==> src/rtl/vscale_xvec_vstore_seq_if.sv <==
// Data-memory write-beat bus between the xvec store sequencer (master) and the memory sink (slave).
interface vscale_xvec_vstore_seq_if #(
    parameter int ADDR_WIDTH = 32,
    parameter int XPR_LEN    = 32
);
    logic                  dmem_hvalid;
    logic                  dmem_hwrite;
    logic [ADDR_WIDTH-1:0] dmem_haddr;
    logic [XPR_LEN-1:0]    dmem_hwdata;
    logic                  dmem_hready;

    modport master (
        output dmem_hvalid,
        output dmem_hwrite,
        output dmem_haddr,
        output dmem_hwdata,
        input  dmem_hready
    );

    modport slave (
        input  dmem_hvalid,
        input  dmem_hwrite,
        input  dmem_haddr,
        input  dmem_hwdata,
        output dmem_hready
    );
endinterface

==> src/rtl/vscale_xvec_vstore_seq.sv <==
// xvec vector store sequencer: snapshots a vector operand and emits one write beat per lane.
// Optional per-lane masking is enabled by defining XVEC_VSTORE_MASK_EN.
module vscale_xvec_vstore_seq #(
    parameter int VEC_LEN    = 29,
    parameter int XPR_LEN    = 32,
    parameter int ADDR_WIDTH = 32
) (
    input  logic                       clk,
    input  logic                       reset,
    input  logic                       start,
    input  logic [ADDR_WIDTH-1:0]      base_addr,
    input  logic [XPR_LEN-1:0]         stride,
    input  logic [VEC_LEN*XPR_LEN-1:0] vdata,
`ifdef XVEC_VSTORE_MASK_EN
    input  logic [VEC_LEN-1:0]         lane_mask,
`endif
    output logic                       busy,
    output logic                       done,
    vscale_xvec_vstore_seq_if.master   dmem
);

    localparam int LW = (VEC_LEN > 1) ? $clog2(VEC_LEN) : 1;

    typedef enum logic [1:0] {
        S_IDLE  = 2'd0,
        S_ISSUE = 2'd1,
        S_DONE  = 2'd2
    } state_e;

    state_e                    state_q, state_d;
    logic [LW-1:0]             lane_q, lane_d;
    logic [ADDR_WIDTH-1:0]     addr_q, addr_d;
    logic [XPR_LEN-1:0]        wdata_q, wdata_d;

    logic [VEC_LEN*XPR_LEN-1:0] vdata_q;
    logic [ADDR_WIDTH-1:0]      base_q;
    logic signed [XPR_LEN-1:0]  stride_q;

    logic                      capture;
    logic [LW-1:0]             next_idx;
    logic                      last_beat;

    function automatic logic [ADDR_WIDTH-1:0] lane_addr(
        input logic [ADDR_WIDTH-1:0]     base,
        input logic signed [XPR_LEN-1:0] strd,
        input logic [LW-1:0]             lane
    );
        logic [ADDR_WIDTH-1:0] s_ext;
        s_ext = ADDR_WIDTH'(strd);
        return base + ADDR_WIDTH'(lane) * s_ext;
    endfunction

    // Only lanes below VEC_LEN are selectable; out-of-range indices yield zero.
    function automatic logic [XPR_LEN-1:0] lane_word(
        input logic [VEC_LEN*XPR_LEN-1:0] v,
        input logic [LW-1:0]              lane
    );
        logic [XPR_LEN-1:0] w;
        w = '0;
        for (int i = 0; i < VEC_LEN; i++) begin
            if (LW'(i) == lane) w = v[i*XPR_LEN +: XPR_LEN];
        end
        return w;
    endfunction

`ifdef XVEC_VSTORE_MASK_EN
    logic [VEC_LEN-1:0] mask_q;
    logic [VEC_LEN-1:0] rem_mask;
    logic [LW-1:0]      first_idx;

    // Lowest set bit wins, giving ascending issue order.
    function automatic logic [LW-1:0] first_lane(input logic [VEC_LEN-1:0] m);
        logic [LW-1:0] idx;
        idx = '0;
        for (int i = VEC_LEN - 1; i >= 0; i--) begin
            if (m[i]) idx = LW'(i);
        end
        return idx;
    endfunction

    function automatic logic [VEC_LEN-1:0] above_lane(input logic [LW-1:0] lane);
        logic [VEC_LEN-1:0] m;
        for (int i = 0; i < VEC_LEN; i++) begin
            m[i] = (i > int'(lane));
        end
        return m;
    endfunction

    assign rem_mask  = mask_q & above_lane(lane_q);
    assign next_idx  = first_lane(rem_mask);
    assign last_beat = ~|rem_mask;
    assign first_idx = first_lane(lane_mask);
`else
    assign next_idx  = lane_q + LW'(1);
    assign last_beat = (lane_q == LW'(VEC_LEN - 1));
`endif

    assign capture = (state_q == S_IDLE) && start;

    always_ff @(posedge clk) begin
        if (capture) begin
            vdata_q  <= vdata;
            base_q   <= base_addr;
            stride_q <= stride;
`ifdef XVEC_VSTORE_MASK_EN
            mask_q   <= lane_mask;
`endif
        end
    end

    always_ff @(posedge clk or posedge reset) begin
        if (reset) begin
            state_q <= S_IDLE;
            lane_q  <= '0;
            addr_q  <= '0;
            wdata_q <= '0;
        end else begin
            state_q <= state_d;
            lane_q  <= lane_d;
            addr_q  <= addr_d;
            wdata_q <= wdata_d;
        end
    end

    // Beat address/data are precomputed one cycle ahead so the bus outputs come straight from flops.
    always_comb begin
        state_d = state_q;
        lane_d  = lane_q;
        addr_d  = addr_q;
        wdata_d = wdata_q;
        case (state_q)
            S_IDLE: begin
                if (start) begin
`ifdef XVEC_VSTORE_MASK_EN
                    if (lane_mask == '0) begin
                        state_d = S_DONE;
                    end else begin
                        state_d = S_ISSUE;
                        lane_d  = first_idx;
                        addr_d  = lane_addr(base_addr, stride, first_idx);
                        wdata_d = lane_word(vdata, first_idx);
                    end
`else
                    state_d = S_ISSUE;
                    lane_d  = '0;
                    addr_d  = base_addr;
                    wdata_d = lane_word(vdata, '0);
`endif
                end
            end
            S_ISSUE: begin
                if (dmem.dmem_hready) begin
                    if (last_beat) begin
                        state_d = S_DONE;
                    end else begin
                        lane_d  = next_idx;
                        addr_d  = lane_addr(base_q, stride_q, next_idx);
                        wdata_d = lane_word(vdata_q, next_idx);
                    end
                end
            end
            S_DONE: begin
                state_d = S_IDLE;
            end
            default: begin
                state_d = S_IDLE;
            end
        endcase
    end

    assign busy             = (state_q != S_IDLE);
    assign done             = (state_q == S_DONE);
    assign dmem.dmem_hvalid = (state_q == S_ISSUE);
    assign dmem.dmem_hwrite = (state_q == S_ISSUE);
    assign dmem.dmem_haddr  = addr_q;
    assign dmem.dmem_hwdata = wdata_q;

endmodule
==> src/flat_wrapper.sv <==
// flat-port wrapper written by rule: the top's interface ports become plain ports
module vscale_xvec_vstore_seq_flat 
#(
    parameter int VEC_LEN    = 29,
    parameter int XPR_LEN    = 32,
    parameter int ADDR_WIDTH = 32
)
  (clk, reset, start, base_addr, stride, vdata, busy, done, dmem_dmem_hvalid, dmem_dmem_hwrite, dmem_dmem_haddr, dmem_dmem_hwdata, dmem_dmem_hready);
  vscale_xvec_vstore_seq_if #(.ADDR_WIDTH(ADDR_WIDTH), .XPR_LEN(XPR_LEN)) dmem_i ();
  input  logic clk;
  input  logic reset;
  input  logic start;
  input  logic [ADDR_WIDTH-1:0] base_addr;
  input  logic [XPR_LEN-1:0] stride;
  input  logic [VEC_LEN*XPR_LEN-1:0] vdata;
  output logic busy;
  output logic done;
  output wire logic [$bits(dmem_i.dmem_hvalid)-1:0] dmem_dmem_hvalid;
  output wire logic [$bits(dmem_i.dmem_hwrite)-1:0] dmem_dmem_hwrite;
  output wire logic [$bits(dmem_i.dmem_haddr)-1:0] dmem_dmem_haddr;
  output wire logic [$bits(dmem_i.dmem_hwdata)-1:0] dmem_dmem_hwdata;
  input wire logic [$bits(dmem_i.dmem_hready)-1:0] dmem_dmem_hready;
  assign dmem_dmem_hvalid = dmem_i.dmem_hvalid;
  assign dmem_dmem_hwrite = dmem_i.dmem_hwrite;
  assign dmem_dmem_haddr = dmem_i.dmem_haddr;
  assign dmem_dmem_hwdata = dmem_i.dmem_hwdata;
  assign dmem_i.dmem_hready = dmem_dmem_hready;
  vscale_xvec_vstore_seq #(.VEC_LEN(VEC_LEN), .XPR_LEN(XPR_LEN), .ADDR_WIDTH(ADDR_WIDTH)) u_core (.clk(clk), .reset(reset), .start(start), .base_addr(base_addr), .stride(stride), .vdata(vdata), .busy(busy), .done(done), .dmem(dmem_i));
endmodule
==> config.mk <==
export PLATFORM = sky130hd
export DESIGN_NAME = vscale_xvec_vstore_seq_flat
export DESIGN_NICKNAME = d
export VERILOG_FILES = /design/src/rtl/vscale_xvec_vstore_seq_if.sv /design/src/rtl/vscale_xvec_vstore_seq.sv /design/src/flat_wrapper.sv
export SDC_FILE = /design/constraint.sdc
export NUM_CORES = 1
export LEC_CHECK = 0
export BUFFER_PORTS_ARGS = -buffer_cell sky130_fd_sc_hd__buf_2
export CORE_AREA = 3 3 414 416
export CTS_CLUSTER_DIAMETER = 200
export CTS_CLUSTER_SIZE = 25
export DETAILED_ROUTE_END_ITERATION = 6
export DIE_AREA = 0 0 417 419
export PLACE_DENSITY_LB_ADDON = 0.12
export SLEW_MARGIN = 10
export SYNTH_ARGS = -nofsm -noshare
export SYNTH_HDL_FRONTEND = slang
export SYNTH_SLANG_ARGS = --single-unit
==> constraint.sdc <==
create_clock -name clk -period 57.5 [get_ports clk]
set_clock_uncertainty 0.05 [all_clocks]
set_input_delay 11.5 -clock clk [delete_from_list [all_inputs] [get_ports clk]]
set_output_delay 11.5 -clock clk [all_outputs]
set_load 0.005 [all_outputs]
==> impl_metrics.toml <==
[detailed_routing]
first_pass_iters = 6
drt_iter0_drc = 3846
drc = 0
antenna_left = 0
vias = 35410
wl_mm = 243.4
vias_per_cell = 5.289
avgRoutedWirePerCell_um = 36.35

[die]
rows = 150
initial_core_util = 0.2742
core_um2 = 167600
dieArea_um2 = 174700
ios = 1064
die_height_um = 419
die_width_um = 417

[critical_path]
crit_path_start_kind = "input port"
worstPathArrival_ns = 15.84
path_cells = "buf_2 -> inv_1 -> nor2_4 -> buf_4 -> buf_4 -> buf_4 -> buf_4 -> buf_4"
endpoint_kind = "flop"
critPathMaxFanout = 70
slowest_stage = "buf_4"
critical_path_class = "input port to flop"
timing.critical_path.mode_cell = "buf_4"
crit_family = "buffers and inverters"
max_stage_delay_ns = 0.84
worstPathRequired_ns = 57.79
path_buf_inv = 7

[logic_synthesis]
yosysWarnings = 0
async_flop_share = 0.06679
synth-edff-count = 992
syn_avg_cell_area_um2 = 13.81
synth_area_um2 = 45960
ys_seq_area_frac = 0.6868
syn_inst = 3328
ys_ff_latch = 1063
synth_nets = 4477
yosys.cell_types.count = 78
synth_flop_cell = "edfxtp_1"

[timing]
slew_viol_final = 0
finalCriticalPeriod_ns = 15.55
fmax_mhz = 64.30
rsz0062_at_grt = "no"
fin_tns_setup_ns = 0
slew_headroom = 0.1436
setup_violations = 0
finalHoldViolations = 0
fin_crit_sh = 0.2705
fin_ws_ns = 41.95
worst_slew_pin_slew_ns = 1.274

[global_route]
grt_pass1_vias = 34700
grt_pass1_wl_mm = 316.0
antenna_found_initial = 175
grt_start_max_net_pins = 79
grt_usage = 0.2692
grt_overflow = 0

[run]
maxCapViolCount = 0

[cts]
clk_latency_ns = 0.73
post_cts_resized = 0
cts_max_level = 2
clock-sinks = 1063
postCtsSetupBuffers = 0
cts.reportedPaths.clkPinSlew_ns = 0.12
root_buffer = "clkbuf_16"
ctsHoldBuffers = 0
cts_tree = "yes"
cts_max_path_buffers = 3
cts_inserted_buffers = 48

[pwr]
p_total_w = 0.003008
powerDensity_nw_per_um2 = 53.79
leakagePower_nw = 20.47
irDropWorstVdd_uv = 44.03

[cells_and_area]
drive_above_1_share = 0.2924
syn_to_final_growth_pct = 21.69
finalNetCount = 5541
n_fill_cell = 16980
final_cells = 6694
layout_common_cells = "buf_2, edfxtp_1, nand2_1"
final_common_cell = "buf_2"

[placement]
dp.cells = 6546
hpwlAfterDp_mm = 191.3
gp_congestion = 0.8796
dp_slack_ns = 41.25
port_buffers = 1063

[run_status]
outcome = "finished, final reports clean"

[worst_hold_path]
hold_path_class = "flop to flop"
[through the flow]
step	utilization	area, um^2	hold WS (ns)
floorplan	-	45960	0.4233
global placement	0.3245	54380	0.4126
detailed placement	0.3245	54380	0.4153
CTS	0.3325	55730	0.4437
global route	0.3331	55830	0.4633
finish	0.3337	55930	0.4404
[layout make-up]
cell class / instances / area [um^2] / share of cell area
clock buffers: 67 / 1294 / 0.02313
clock inverters: 3 / 62.56 / 0.001119
inverters: 119 / 449.2 / 0.008031
multi-input cells: 1984 / 13440 / 0.2402
diodes: 78 / 195.2 / 0.003490
well taps: 2204 / 2758 / 0.04931
repair buffers: 1176 / 6168 / 0.1103
flip-flops and latches: 1063 / 31570 / 0.5644
[cells in the mapped netlist, types with 12 or more instances]
| cell | number | area share |
|---|---|---|
| nand4_1 | 12 | 0.0016 |
| o21a_1 | 12 | 0.0020 |
| o22ai_1 | 92 | 0.013 |
| nor2b_1 | 31 | 0.0042 |
| buf_2 | 31 | 0.0034 |
| xnor2_1 | 24 | 0.0046 |
| o211ai_1 | 32 | 0.0052 |
| nor3_1 | 49 | 0.0053 |
| a22o_1 | 25 | 0.0048 |
| and3_1 | 16 | 0.0022 |
| clkbuf_1 | 101 | 0.0082 |
| buf_1 | 21 | 0.0017 |
| a211oi_1 | 24 | 0.0039 |
| nor2_1 | 214 | 0.017 |
| nand2_1 | 331 | 0.027 |
| a31oi_1 | 49 | 0.0067 |
| fa_1 | 113 | 0.049 |
| a22oi_1 | 62 | 0.010 |
| o221ai_1 | 45 | 0.0086 |
| a221o_1 | 31 | 0.0068 |
| nand3_1 | 87 | 0.0095 |
| o21ai_0 | 184 | 0.020 |
| and2_1 | 36 | 0.0049 |
| a21oi_1 | 204 | 0.022 |
| a21o_1 | 28 | 0.0046 |
| a2111oi_0 | 12 | 0.0023 |
| ha_1 | 40 | 0.011 |
| edfxtp_1 | 992 | 0.65 |
| nor4_1 | 14 | 0.0019 |
| inv_1 | 115 | 0.0094 |
| a221oi_1 | 73 | 0.014 |
| dfrtp_1 | 71 | 0.039 |
[registers in the layout, indices dropped and copies added, names as in the netlist]
name / count
u_core.lane_q: 5
u_core.dmem.dmem_hwdata: 32
u_core.state_q: 2
u_core.stride_q: 32
u_core.dmem.dmem_haddr: 32
u_core.base_q: 32
u_core.vdata_q: 928
[cells by family (layout without fill, tap and decap cells)]
family / count (synthesis) / in the layout / synth area share
AO/OA/AOI/OAI: 959 / 959 / 0.1399
other: 0 / 78 / 0
AND/OR/NAND/NOR: 834 / 834 / 0.08091
multiplexers: 2 / 2 / 0.0004356
adder cells (fa/ha/maj): 153 / 153 / 0.06011
XOR/XNOR: 36 / 36 / 0.007187
buffers and inverters: 281 / 1365 / 0.02469
flip-flops: 1063 / 1063 / 0.6868
[worst paths after layout]
path                                             from                     endpoint  slack (ns)  cells past startpoint
max                                             start          u_core.vdata_q[508]       41.95                      8
min                        u_core.dmem.dmem_haddr[14]   u_core.dmem.dmem_haddr[14]        0.44                      2
max reg2reg                          u_core.lane_q[1]   u_core.dmem.dmem_haddr[27]       50.42                     20
min reg2reg                u_core.dmem.dmem_haddr[14]   u_core.dmem.dmem_haddr[14]        0.44                      2
max in group asynchronous                       reset  u_core.dmem.dmem_hwdata[29]       45.48                      3
min in group asynchronous                       reset   u_core.dmem.dmem_haddr[22]       10.73                      2
[power by group]
group / leakage (nW) / total [W] / switching [W] / internal [W]
combinational: 9.75 / 0.00159 / 0.00108 / 0.000512
clock: 0.651 / 0.000426 / 0.000266 / 0.000160
sequential: 10.1 / 0.000996 / 0.0000429 / 0.000953
total: 20.5 / 0.00301 / 0.00138 / 0.00162
[layer usage]
metal | wire length [um] | GRT usage | up-vias
met1 | 96030 | 0.3357 | 18260
met3 | 15600 | 0.04729 | 444
li1 | - | - | 14950
met2 | 121600 | 0.4687 | 1697
met5 | 406 | 0 | -
met4 | 9737 | 0.09483 | 62
[worst min-delay path, delay by kind of cell, from the launching register on]
family	cells	cell delay [ns]
flip-flops	1	0.36
AO/OA/AOI/OAI	1	0.06
AND/OR/NAND/NOR	1	0.05
No activity file was read; power rests on OpenSTA's default activity.
